## config.mk

```make
export PLATFORM = sky130hd
export DESIGN_NAME = lsm_sequencer_flat
export DESIGN_NICKNAME = d
export VERILOG_FILES = /design/src/rtl/lsm_sequencer_if.sv /design/src/rtl/lsm_sequencer.sv /design/src/flat_wrapper.sv
export SDC_FILE = /design/constraint.sdc
export NUM_CORES = 1
export LEC_CHECK = 0
export ABC_AREA = 0
export CAP_MARGIN = 20
export CORE_ASPECT_RATIO = 1.75
export CORE_MARGIN = 4
export CORE_UTILIZATION = 55
export CTS_CLUSTER_SIZE = 28
export DETAILED_ROUTE_END_ITERATION = 8
export GPL_TIMING_DRIVEN = 0
export PLACE_DENSITY = 0.81
export SLEW_MARGIN = 30
export SYNTH_ARGS = -nofsm -noshare
export SYNTH_HDL_FRONTEND = slang
export SYNTH_SLANG_ARGS = --single-unit
```

## constraint.sdc

```tcl
create_clock -name CLK -period 9 [get_ports CLK]
set_input_delay 1.8 -clock CLK [delete_from_list [all_inputs] [get_ports CLK]]
set_output_delay 1.8 -clock CLK [all_outputs]
set_load 0.005 [all_outputs]
```

## src/rtl/lsm_sequencer_if.sv

```systemverilog
// Handshake/bus bundle between the control unit and the LDM/STM sequencer.
// The control unit is the master and drives LOAD, NEXT and the captured instruction fields.
interface lsm_sequencer_if #(
  parameter int unsigned ADDR_W = 32
);
  logic              LOAD;
  logic              NEXT;
  logic [15:0]       IR_LIST;
  logic              P_BIT;
  logic              U_BIT;
  logic [ADDR_W-1:0] BASE;
  logic [3:0]        REG_NUM;
  logic [ADDR_W-1:0] ADDR;
  logic              LSM_DETECT;
  logic              LSM_END;
  logic [ADDR_W-1:0] WB_ADDR;
  logic [4:0]        COUNT;
  logic              BUSY;

  modport master (
    output LOAD, NEXT, IR_LIST, P_BIT, U_BIT, BASE,
    input  REG_NUM, ADDR, LSM_DETECT, LSM_END, WB_ADDR, COUNT, BUSY
  );

  modport slave (
    input  LOAD, NEXT, IR_LIST, P_BIT, U_BIT, BASE,
    output REG_NUM, ADDR, LSM_DETECT, LSM_END, WB_ADDR, COUNT, BUSY
  );
endinterface

```

## src/rtl/lsm_sequencer.sv

```systemverilog
// Load/store-multiple sequencer: walks the latched register list in ascending order,
// presenting one register number and word address per transfer, plus the base write-back value.
module lsm_sequencer #(
  parameter int unsigned ADDR_W = 32,
  parameter int unsigned STEP   = 4
) (
  input  logic              CLK,
  input  logic              nRESET,
  lsm_sequencer_if.slave    bus
);

  typedef enum logic [1:0] {StIdle, StActive, StDone} state_e;

  state_e            state_q, state_d;
  logic [15:0]       list_q, list_d;
  logic [ADDR_W-1:0] addr_q, addr_d;
  logic [ADDR_W-1:0] wb_q, wb_d;

  logic [4:0]        load_cnt;
  logic [4:0]        list_cnt;
  logic [3:0]        low_idx;
  logic [ADDR_W-1:0] step_n;
  logic              last_xfer;

  function automatic logic [4:0] popcount16(input logic [15:0] v);
    logic [4:0] c;
    c = '0;
    for (int i = 0; i < 16; i++) begin
      c = c + {4'd0, v[i]};
    end
    return c;
  endfunction

  always_comb begin
    load_cnt = popcount16(bus.IR_LIST);
    list_cnt = popcount16(list_q);
    step_n   = ADDR_W'(STEP * 32'(load_cnt));
  end

  // Scan from the top so the lowest set bit is the one that sticks.
  always_comb begin
    low_idx = '0;
    for (int i = 15; i >= 0; i--) begin
      if (list_q[i]) begin
        low_idx = 4'(i);
      end
    end
  end

  assign last_xfer = (state_q == StActive) && (list_cnt == 5'd1);

  always_comb begin
    state_d = state_q;
    list_d  = list_q;
    addr_d  = addr_q;
    wb_d    = wb_q;
    unique case (state_q)
      StIdle: begin
        if (bus.LOAD) begin
          if (load_cnt == 5'd0) begin
            wb_d = bus.BASE;
          end else begin
            state_d = StActive;
            list_d  = bus.IR_LIST;
            unique case ({bus.P_BIT, bus.U_BIT})
              2'b01: begin
                addr_d = bus.BASE;
                wb_d   = bus.BASE + step_n;
              end
              2'b11: begin
                addr_d = bus.BASE + ADDR_W'(STEP);
                wb_d   = bus.BASE + step_n;
              end
              2'b00: begin
                addr_d = bus.BASE - step_n + ADDR_W'(STEP);
                wb_d   = bus.BASE - step_n;
              end
              default: begin
                addr_d = bus.BASE - step_n;
                wb_d   = bus.BASE - step_n;
              end
            endcase
          end
        end
      end
      StActive: begin
        if (bus.NEXT) begin
          // Clearing the lowest set bit advances to the next register in ascending order.
          list_d = list_q & (list_q - 16'd1);
          addr_d = addr_q + ADDR_W'(STEP);
          if (last_xfer) begin
            state_d = StDone;
            list_d  = '0;
          end
        end
      end
      StDone: begin
        state_d = StIdle;
      end
      default: begin
        state_d = StIdle;
      end
    endcase
  end

  always_ff @(posedge CLK or negedge nRESET) begin
    if (!nRESET) begin
      state_q <= StIdle;
      list_q  <= '0;
      addr_q  <= '0;
      wb_q    <= '0;
    end else begin
      state_q <= state_d;
      list_q  <= list_d;
      addr_q  <= addr_d;
      wb_q    <= wb_d;
    end
  end

  always_comb begin
    bus.REG_NUM    = low_idx;
    bus.ADDR       = addr_q;
    bus.WB_ADDR    = wb_q;
    bus.COUNT      = (state_q == StActive) ? list_cnt : 5'd0;
    bus.LSM_DETECT = (state_q == StActive);
    bus.LSM_END    = last_xfer;
    bus.BUSY       = (state_q != StIdle);
  end

endmodule

```

## src/flat_wrapper.sv

```systemverilog
// flat-port wrapper written by rule: the top's interface ports become plain ports
module lsm_sequencer_flat 
#(
  parameter int unsigned ADDR_W = 32,
  parameter int unsigned STEP   = 4
)
  (CLK, nRESET, bus_LOAD, bus_NEXT, bus_IR_LIST, bus_P_BIT, bus_U_BIT, bus_BASE, bus_REG_NUM, bus_ADDR, bus_LSM_DETECT, bus_LSM_END, bus_WB_ADDR, bus_COUNT, bus_BUSY);
  lsm_sequencer_if #(.ADDR_W(ADDR_W)) bus_i ();
  input  logic CLK;
  input  logic nRESET;
  input wire logic [$bits(bus_i.LOAD)-1:0] bus_LOAD;
  input wire logic [$bits(bus_i.NEXT)-1:0] bus_NEXT;
  input wire logic [$bits(bus_i.IR_LIST)-1:0] bus_IR_LIST;
  input wire logic [$bits(bus_i.P_BIT)-1:0] bus_P_BIT;
  input wire logic [$bits(bus_i.U_BIT)-1:0] bus_U_BIT;
  input wire logic [$bits(bus_i.BASE)-1:0] bus_BASE;
  output wire logic [$bits(bus_i.REG_NUM)-1:0] bus_REG_NUM;
  output wire logic [$bits(bus_i.ADDR)-1:0] bus_ADDR;
  output wire logic [$bits(bus_i.LSM_DETECT)-1:0] bus_LSM_DETECT;
  output wire logic [$bits(bus_i.LSM_END)-1:0] bus_LSM_END;
  output wire logic [$bits(bus_i.WB_ADDR)-1:0] bus_WB_ADDR;
  output wire logic [$bits(bus_i.COUNT)-1:0] bus_COUNT;
  output wire logic [$bits(bus_i.BUSY)-1:0] bus_BUSY;
  assign bus_i.LOAD = bus_LOAD;
  assign bus_i.NEXT = bus_NEXT;
  assign bus_i.IR_LIST = bus_IR_LIST;
  assign bus_i.P_BIT = bus_P_BIT;
  assign bus_i.U_BIT = bus_U_BIT;
  assign bus_i.BASE = bus_BASE;
  assign bus_REG_NUM = bus_i.REG_NUM;
  assign bus_ADDR = bus_i.ADDR;
  assign bus_LSM_DETECT = bus_i.LSM_DETECT;
  assign bus_LSM_END = bus_i.LSM_END;
  assign bus_WB_ADDR = bus_i.WB_ADDR;
  assign bus_COUNT = bus_i.COUNT;
  assign bus_BUSY = bus_i.BUSY;
  lsm_sequencer #(.ADDR_W(ADDR_W), .STEP(STEP)) u_core (.CLK(CLK), .nRESET(nRESET), .bus(bus_i));
endmodule
```

# Word-level counts from Yosys, hierarchy flattened
# Cells that the tools add are included.
# op_classes
bitwise_logic	1
n_eq_ne	8
reduce_logical	10
mux	34
add_sub_neg	36
# ops
operator	count
$mux 32	5
$add 5x1->5	28
$add 32x3->32 const B	3
$pmux 32 s3	1
$mux 16	4
$mux 4	16
$pmux 32 s2	1
$add 32x7->32	1
$pmux 16 s2	1
$sub 32x7->32	1
$and 16x16->16	1
$sub 16x1->16 const B	1
$mux 2	4
$reduce_and 4->1	2
$ne 2x2->1 const B	3
$eq 5x1->1 const B	1
$logic_not 5->1	1
$mux 5	1
$add 1x1->2	2
$eq 2x1->1 const B	2
$logic_not 2->1	2
$pmux 2 s2	1
$reduce_bool 2->1	2
$eq 2x2->1 const B	1
other kinds (4)	4
# word_totals
input_bits	54
elab_cells	93
out_inout_bits	76
reg_bits	82

# Depth between registers and ports, before layout
# Gate-level depths: netlist (run 1).
# depth
word_depth	21
depth_mapped	27
ltp_nobuf	25

# Worst setup path after synthesis (run 1)
# OpenSTA, ideal clock, no wires.
# synth_timing
path_kind	input-to-reg
start	in bus_IR_LIST[0]
end	reg u_core.addr_q[30], in the netlist u_core.bus.ADDR[30]
setup_slack_ns	1.098
t_arrival_ns	7.776
required_ns	8.874
stages	22
path_cell_list	ha_1 -> inv_1 -> fa_1 -> fa_1 -> fa_1 -> fa_1 -> fa_1 -> fa_1 -> nor2b_1 -> o21ai_0 -> inv_1 -> ha_1 -> nor2b_2 -> or3_1 -> buf_2 -> or4b_4 -> a22oi_4 -> nand4_2 -> nor4_4 -> nand3_1 -> xnor2_1 -> a221o_1
# synth_between
elab_chain_len	21
# synth_rtl
item	line	text
start: declaration	flat_wrapper.sv:13	input wire logic [$bits(bus_i.IR_LIST)-1:0] bus_IR_LIST;
$add 1x1->2 *	lsm_sequencer.sv:29	c = c + {4'd0, v[i]};
$add 5x1->5 * (14 in series)	lsm_sequencer.sv:29	
$sub 32x7->32	lsm_sequencer.sv:75, lsm_sequencer.sv:79	
$add 32x3->32	lsm_sequencer.sv:75	addr_d = bus.BASE - step_n + ADDR_W'(STEP);
$pmux 32 s3	lsm_sequencer.sv:65	unique case ({bus.P_BIT, bus.U_BIT})
$mux 32	lsm_sequencer.sv:60	if (load_cnt == 5'd0) begin
$mux 32	lsm_sequencer.sv:59	if (bus.LOAD) begin
$pmux 32 s2	lsm_sequencer.sv:57	unique case (state_q)
end signal: assignment	lsm_sequencer.sv:115	addr_q <= addr_d;
end: declaration	lsm_sequencer.sv:16	logic [ADDR_W-1:0] addr_q, addr_d;
# Every way passes the cells marked *; elsewhere a longest branch is shown, timed or not. The select of a mux whose other input is x is not followed.
# A chain may end at the register's enable or synchronous reset.

# Final worst setup path (run 1)
# layout_timing
start	in bus_IR_LIST[1]
end	reg u_core.addr_q[30], in the netlist u_core.bus.ADDR[30]
# The elaborated chain is that of the path after synthesis.

==> reports/metrics.yaml, run 1 <==
drt_drc_violations_left: 0
syn-num-nets: 1324
critical_path.max_stage_delay_ps: 570
async_reset_ff_frac: 1.000
final_hold_viol_count: 0
max-slew-margin-rel: 0.3213
holdWs_ps: 473.0
worst_ep_required_time_ps: 9240
cp-end-kind: "flop"
fin_tns_setup_ps: 0
max_freq_mhz: 114.2
critPathMostFrequentCell: "fa_1"
setup_ws_ps: 241.6
kind_of_start_point_of_the_critical_path: "input pin"
min-delay-path-class: "flop to flop"
netlist_instances: 1219
finalSetupViolCount: 0
number_of_antenna_violations_at_the_first_check_in_global_routing: 0
fill_cells: 1405
post_synth_edffs: 0
cts.path.max_buffers: 2
tritoncts: "built"
outcome: "completed"
worst_path_dominant_cell_family: "adder cells"
placement.cell_area_um2: 10450
post_drt_wl_per_cell_um: 23.30
clock_skew_ps: 6.134
groute.usage.overall: 0.3829
grt_max_degree: 54
ratio_of_cells_with_drive_above_1_in_the_final_layout: 0.06338
minimum_period_implied_by_the_final_worst_setup_slack_ps: 8758
critical_path_buf_inv_count: 5
post-dp-hpwl_mm: 28.64
layout-area-overhead-vs-synth_pct: 20.56
critPathSlowestCell: "fa_1"
met3_usage: 0.05715
ys_ff_latch: 82
clkTransAtPathRegs_ps: 70
setup.reg_to_reg.worst_slack_ps: 3090
1st_pass_router_iterations: 6
gr-max-usage-layer: "met2"
place_ws_ps: -348.9
detail_route.vias_per_cell: 6.639
register_area_um2: 2052
timing_max_transition_violations_final: 0
grt_pass1_vias: 10240
die_area_um2: 18580
core_region_area_um2: 16030
cp_cell_sequence: "clkdlybuf4s50_1 -> ha_1 -> inv_1 -> fa_1 -> fa_1 -> fa_1 -> fa_1 -> fa_1 -> fa_1 -> xor2_2 -> inv_1 -> ha_1 -> buf_2 -> nand2b_1 -> o311a_1 -> clkbuf_4 -> nor4_2 -> mux2i_1 -> a2bb2oi_1 -> nor4_1 -> nand3_1 -> xnor2_1 -> a221o_1"
dr_total_vias: 10260
ys_seq_area_frac: 0.2277
clock_sinks: 82
cts_hold_buf: 0
critical_path.max_fanout: 10
num_antenna_cells: 0
grt_use_met2: 0.6632
clk_root_buffer_cell: "clkbuf_16"
layout.nets: 1457
synth.yosys.warnings: 0
critPathKind: "input pin to flop"
synthesis.area_um2: 9011
max-vdd-ir-drop_mv: 0.5037
floorplan.die.height_um: 177.3
htree_num_levels: 3
overflow: 0
unrepaired_setup_endpoints_after_global_routing: "yes"
ios: 130
multiInputGateArea_um2: 6440
floorplan.die.width_um: 104.8
first_pass_grt_wire_length_mm: 55.07
detail_route.iter0.violations: 858
clock_latency_ps: 350
power_per_cell_area_nw_per_um2: 394.3
grt_util_met1: 0.3935
synth.lib_cells_used.distinct: 92
dominantRegCellSynth: "dfrtp_1"
syn_area_per_cell_um2: 7.392
timing.final.crit_share: 0.9732
leakage_nw: 4.198
postRouteAntennaNets: 0
count_of_buffers_from_port_buffering: 116
cp_data_arrival_time_ps: 9000
place.gp.congestion: 1.039
tightestPinTransition_ps: 1014
totalWireLength_mm: 36.02
std_cell_rows: 61
initial_core_util: 0.5622
fin_area_um2: 10860
cts-buffers-inserted: 9
max-cap-violations: 0
-- layer usage --
metal  share of wire  vias to the layer above
li1                -                     4659
met1            0.34                     4725
met2            0.49                      639
met3           0.065                      241
met4            0.11                        0
met5               0                        -
-- worst reg2reg max path: stages (launching register included) --
cell,delay (ps)
dfrtp_1,390
inv_1,110
ha_1,310
inv_1,50
fa_1,470
inv_1,50
fa_1,470
fa_1,510
inv_1,50
fa_1,450
fa_1,420
fa_1,400
nor2b_1,230
a22oi_1,130
or4b_2,730
and2_1,260
a21oi_1,270
o21ai_0,260
a22o_1,250
-- per-stage QoR --
stage	total power, mW	util	cells
floorplan	2.564	-	1219
finish	4.283	0.6778	1546
global route	4.656	0.6778	1546
detailed placement	3.866	0.6520	1525
global placement	3.755	0.6494	1524
CTS	4.250	0.6704	1541
-- final cells by class --
type	instances	area share
multi-input combinational	978	0.5928
sequential	82	0.1889
clock inverter	6	0.004492
inverter	73	0.02522
clock buffer	10	0.02200
timing repair buffer	122	0.1130
tap	189	0.02177
buffer	86	0.03190
-- what timing repair did --
item / 4_1_cts / 5_1_grt
buffers inserted: 0 / 5
endpoints found under the hold margin: 0 / 0
pin swaps: 0 / 6
gates resized for setup: 1 / 14
setup endpoints to repair: 1 / 14
gates cloned: 0 / 1
-- worst paths after layout --
kind	start	to	cells after the start
worst max-delay path	bus_IR_LIST[1]	u_core.bus.ADDR[30]	23
worst min-delay path	u_core.bus.ADDR[1]	u_core.bus.ADDR[1]	2
worst max register to register	u_core.list_q[0]	u_core.list_q[6]	18
worst min register to register	u_core.bus.ADDR[1]	u_core.bus.ADDR[1]	2
max in group asynchronous	nRESET	u_core.bus.ADDR[23]	2
min in group asynchronous	nRESET	u_core.bus.WB_ADDR[3]	1
-- power by group --
group	switching [mW]	internal, mW	total (mW)
clock	0.177	0.197	0.375
sequential	0.203	0.547	0.750
combinational	1.76	1.40	3.16
-- layout by cell type, fill, tap and decap left out, drive strengths merged, types with 9 or more instances in the layout --
cell type,instances
or4,9
nand3,52
a21o,16
buf,22
xor2,24
or3,13
nor3,45
nand2,130
o31ai,14
clkdlybuf4s50,115
nor2,119
nor4,25
nor2b,10
o22ai,15
o211ai,9
o21ai,109
ha,29
a21oi,87
clkbuf,81
fa,22
xnor2,54
and3,15
a31oi,19
a211oi,14
nand4,23
and2,10
dfrtp,82
inv,74
-- logic make-up (layout without fill, tap and decap cells) --
group                    Yosys count  count (layout)  share of synthesized area
AND/OR/NAND/NOR                  485             486                     0.2783
AO/OA/AOI/OAI                    355             355                     0.2509
buffers and inverters            160             297                    0.06901
flip-flops                        82              82                     0.2277
XOR/XNOR                          78              78                    0.07581
adder cells (fa/ha/maj)           51              51                    0.08914
multiplexers                       8               8                   0.009164
-- registers in the layout, summed over array words and instances, names as in the netlist --
| name | flops |
|---|---|
| u_core.bus.ADDR | 32 |
| u_core.bus.WB_ADDR | 32 |
| u_core.list_q | 16 |
| u_core.state_q | 2 |
-- synth_stat cells, types with 8 or more instances --
master    count  area (um^2)
nand2_1     128        480.5
nor2_1      118        442.9
o21ai_0     105        525.5
a21oi_1      87        435.4
dfrtp_1      82         2052
clkbuf_1     71        266.5
inv_1        71        266.5
xnor2_1      54        473.0
nand3_1      51        255.2
nor3_1       41        205.2
ha_1         29        362.9
xor2_1       24        210.2
fa_1         22        440.4
nand4_1      21        131.4
a31oi_1      19        118.9
nor4_1       17        106.4
a21o_1       16        120.1
and3_1       15        93.84
o22ai_1      15        93.84
a211oi_1     14        105.1
o31ai_1      13        97.59
or3_1        13        81.33
and2_1        9        56.30
nor2b_1       9        56.30
o211ai_1      9        67.56
a221oi_1      8        70.07
buf_2         8        40.04
nand2b_1      8        50.05
Power figures use the tool's default switching activity.
==> inputs of run 2 (changes only) <==
Settings changed: CORE_MARGIN 4 to 3.
==> reports/metrics.yaml, run 2 (synthesized netlist as in run 1, its figures left out) <==
place.gp.congestion: 1.011  # -2.7%
placed_cells: 1525  # unchanged
hold_crit_endpoint: "u_core.bus.ADDR[0]"
max-slew-margin-rel: 0.3320  # +0.01078
max_freq_mhz: 111.1  # -2.7%
floorplan.die.width_um: 102.8  # -1.9%
grt_max_degree: 47  # -13%
place_ws_ps: -399.6  # -50.65 ps
finish.utilization: 0.6841  # +0.006302
clk_root_buffer_cell: "clkbuf_16"
std_cell_rows: 61  # unchanged
totalWireLength_mm: 38.24  # +6.1%
core_region_area_um2: 15950  # -0.48%
hold_path.startpoint: "u_core.bus.ADDR[0]"
fin_area_um2: 10910  # +0.45%
worst_ep_required_time_ps: 9250  # about the same
cts-buffers-inserted: 9  # unchanged
power_per_cell_area_nw_per_um2: 413.8  # +4.9%
post-dp-hpwl_mm: 29.60  # +3.3%
cts.path.max_buffers: 2  # unchanged
dr_total_vias: 10440  # +1.7%
p_total_mw: 4.516  # +5.4%
ratio_of_cells_with_drive_above_1_in_the_final_layout: 0.06121  # -0.002166
grt_pass1_vias: 10590  # +3.4%
holdWs_ps: 478.1  # +5.051 ps
ios: 130  # unchanged
clock_skew_ps: 10.96  # +4.824 ps
final_hold_viol_count: 0  # unchanged
post_drt_wl_per_cell_um: 24.75  # +6.2%
critPathLaunch: "bus_IR_LIST[0]"
initial_core_util: 0.5649  # +0.002690
hold-path-cell-count: 2  # unchanged
first_pass_grt_wire_length_mm: 58.04  # +5.4%
crit-reg2reg-capture: "u_core.list_q[10]"
r2r_start: "u_core.list_q[1]"
fill_cells: 1375  # -2.1%
postRouteAntennaNets: 0  # unchanged
cp-end-kind: "flop"
max-cap-violations: 0  # unchanged
htree_num_levels: 3  # unchanged
tightestPinTransition_ps: 993.7  # -20.70 ps
setup_ws_ps: -0.6128  # -242.2 ps
worstRegToRegCells: 18  # unchanged
placement.cell_area_um2: 10440  # about the same
number_of_antenna_violations_at_the_first_check_in_global_routing: 0  # unchanged
detail_route.vias_per_cell: 6.759  # +1.8%
clock_sinks: 82  # unchanged
clock_latency_ps: 350  # about the same
1st_pass_router_iterations: 6  # unchanged
min-delay-path-class: "flop to flop"
cp_data_arrival_time_ps: 9250  # +250 ps
overflow: 0  # unchanged
failed_checks: "setup timing"
num_antenna_cells: 0  # unchanged
die_area_um2: 18020  # -3.0%
kind_of_start_point_of_the_critical_path: "input pin"
layout-area-overhead-vs-synth_pct: 21.11
outcome: "complete, but fails checks"
groute.usage.overall: 0.4244  # +0.04147
layoutNonFillerInstCount: 1545  # -0.065%
detail_route.iter0.violations: 1052  # +23%
leakage_nw: 4.231  # +0.77%
tritoncts: "built"
final_cell_mix: "128 x nand2_1, 117 x nor2_1, 115 x clkdlybuf4s50_1"
timing.final.crit_share: 1.000  # +0.02691
critPathKind: "input pin to flop"
drt_drc_violations_left: 0  # unchanged
floorplan.die.height_um: 175.3  # -1.1%
minimum_period_implied_by_the_final_worst_setup_slack_ps: 9001  # +242.2 ps
setup.reg_to_reg.worst_slack_ps: 2990  # -100 ps
finalSetupViolCount: 1  # +1
layout.nets: 1457  # unchanged
cts_hold_buf: 0  # unchanged
timing_max_transition_violations_final: 0  # unchanged
layout_commonest_cell: "nand2_1"
fin_tns_setup_ps: -0.6128  # -0.6128 ps
count_of_buffers_from_port_buffering: 116  # unchanged
clkTransAtPathRegs_ps: 80  # about the same
max-vdd-ir-drop_mv: 0.4562  # -9.4%
critical_path.max_fanout: 8  # -2
[run 2: per-layer routing]
metal  global-route usage  up-vias  part of all wire
li1                     -     4657                 -
met1               0.4446     4864              0.33
met2               0.7098      683              0.49
met3              0.08506      239             0.079
met4               0.3479        0             0.099
met5                    0        -                 0
[run 2: layout make-up]
cell class	instances	area, um^2	share of cell area
multi-input cells	978	6424	0.5886
flip-flops and latches	82	2052	0.1880
repair buffers	122	1220	0.1118
plain buffers	86	344.1	0.03153
inverters	73	274.0	0.02511
well taps	189	236.5	0.02167
clock buffers	9	225.2	0.02064
clock inverters	6	137.6	0.01261
[run 2: how the worst max path moves through the flow]
stage / to / slack, ps / cells past startpoint
floorplan: u_core.bus.ADDR[30] / 1100 / 22
global placement: u_core.bus.ADDR[29] / -240 / 23
detailed placement: u_core.bus.ADDR[29] / -400 / 23
CTS: u_core.bus.ADDR[30] / 70 / 23
global route: u_core.bus.ADDR[23] / -220 / 22
finish: u_core.bus.ADDR[25] / -0.6 / 22
[run 2: power by group]
group | internal, mW | switching (mW)
sequential | 0.547 | 0.204
clock | 0.300 | 0.172
combinational | 1.42 | 1.87
[run 2: what timing repair did]
item | in CTS | in global routing
setup endpoints to repair | 1 | 13
gates resized for setup | 1 | 8
pin swaps | 0 | 2
cloned | 0 | 1
setup buffers | 0 | 5
[run 2: worst max-delay path: stages]
cell and delay (ps):
clkdlybuf4s50_1 450, ha_1 300, inv_1 70, fa_1 460, fa_1 540, fa_1 540, fa_1 440, fa_1 430
fa_1 420, nor2b_1 130, o21ai_0 250, inv_1 190, ha_2 340, or4_4 590, nand2_4 180, nor3_2 110
o41ai_2 450, o21ai_1 320, nor4_2 760, and4_1 300, a221o_1 140, nor2_1 50
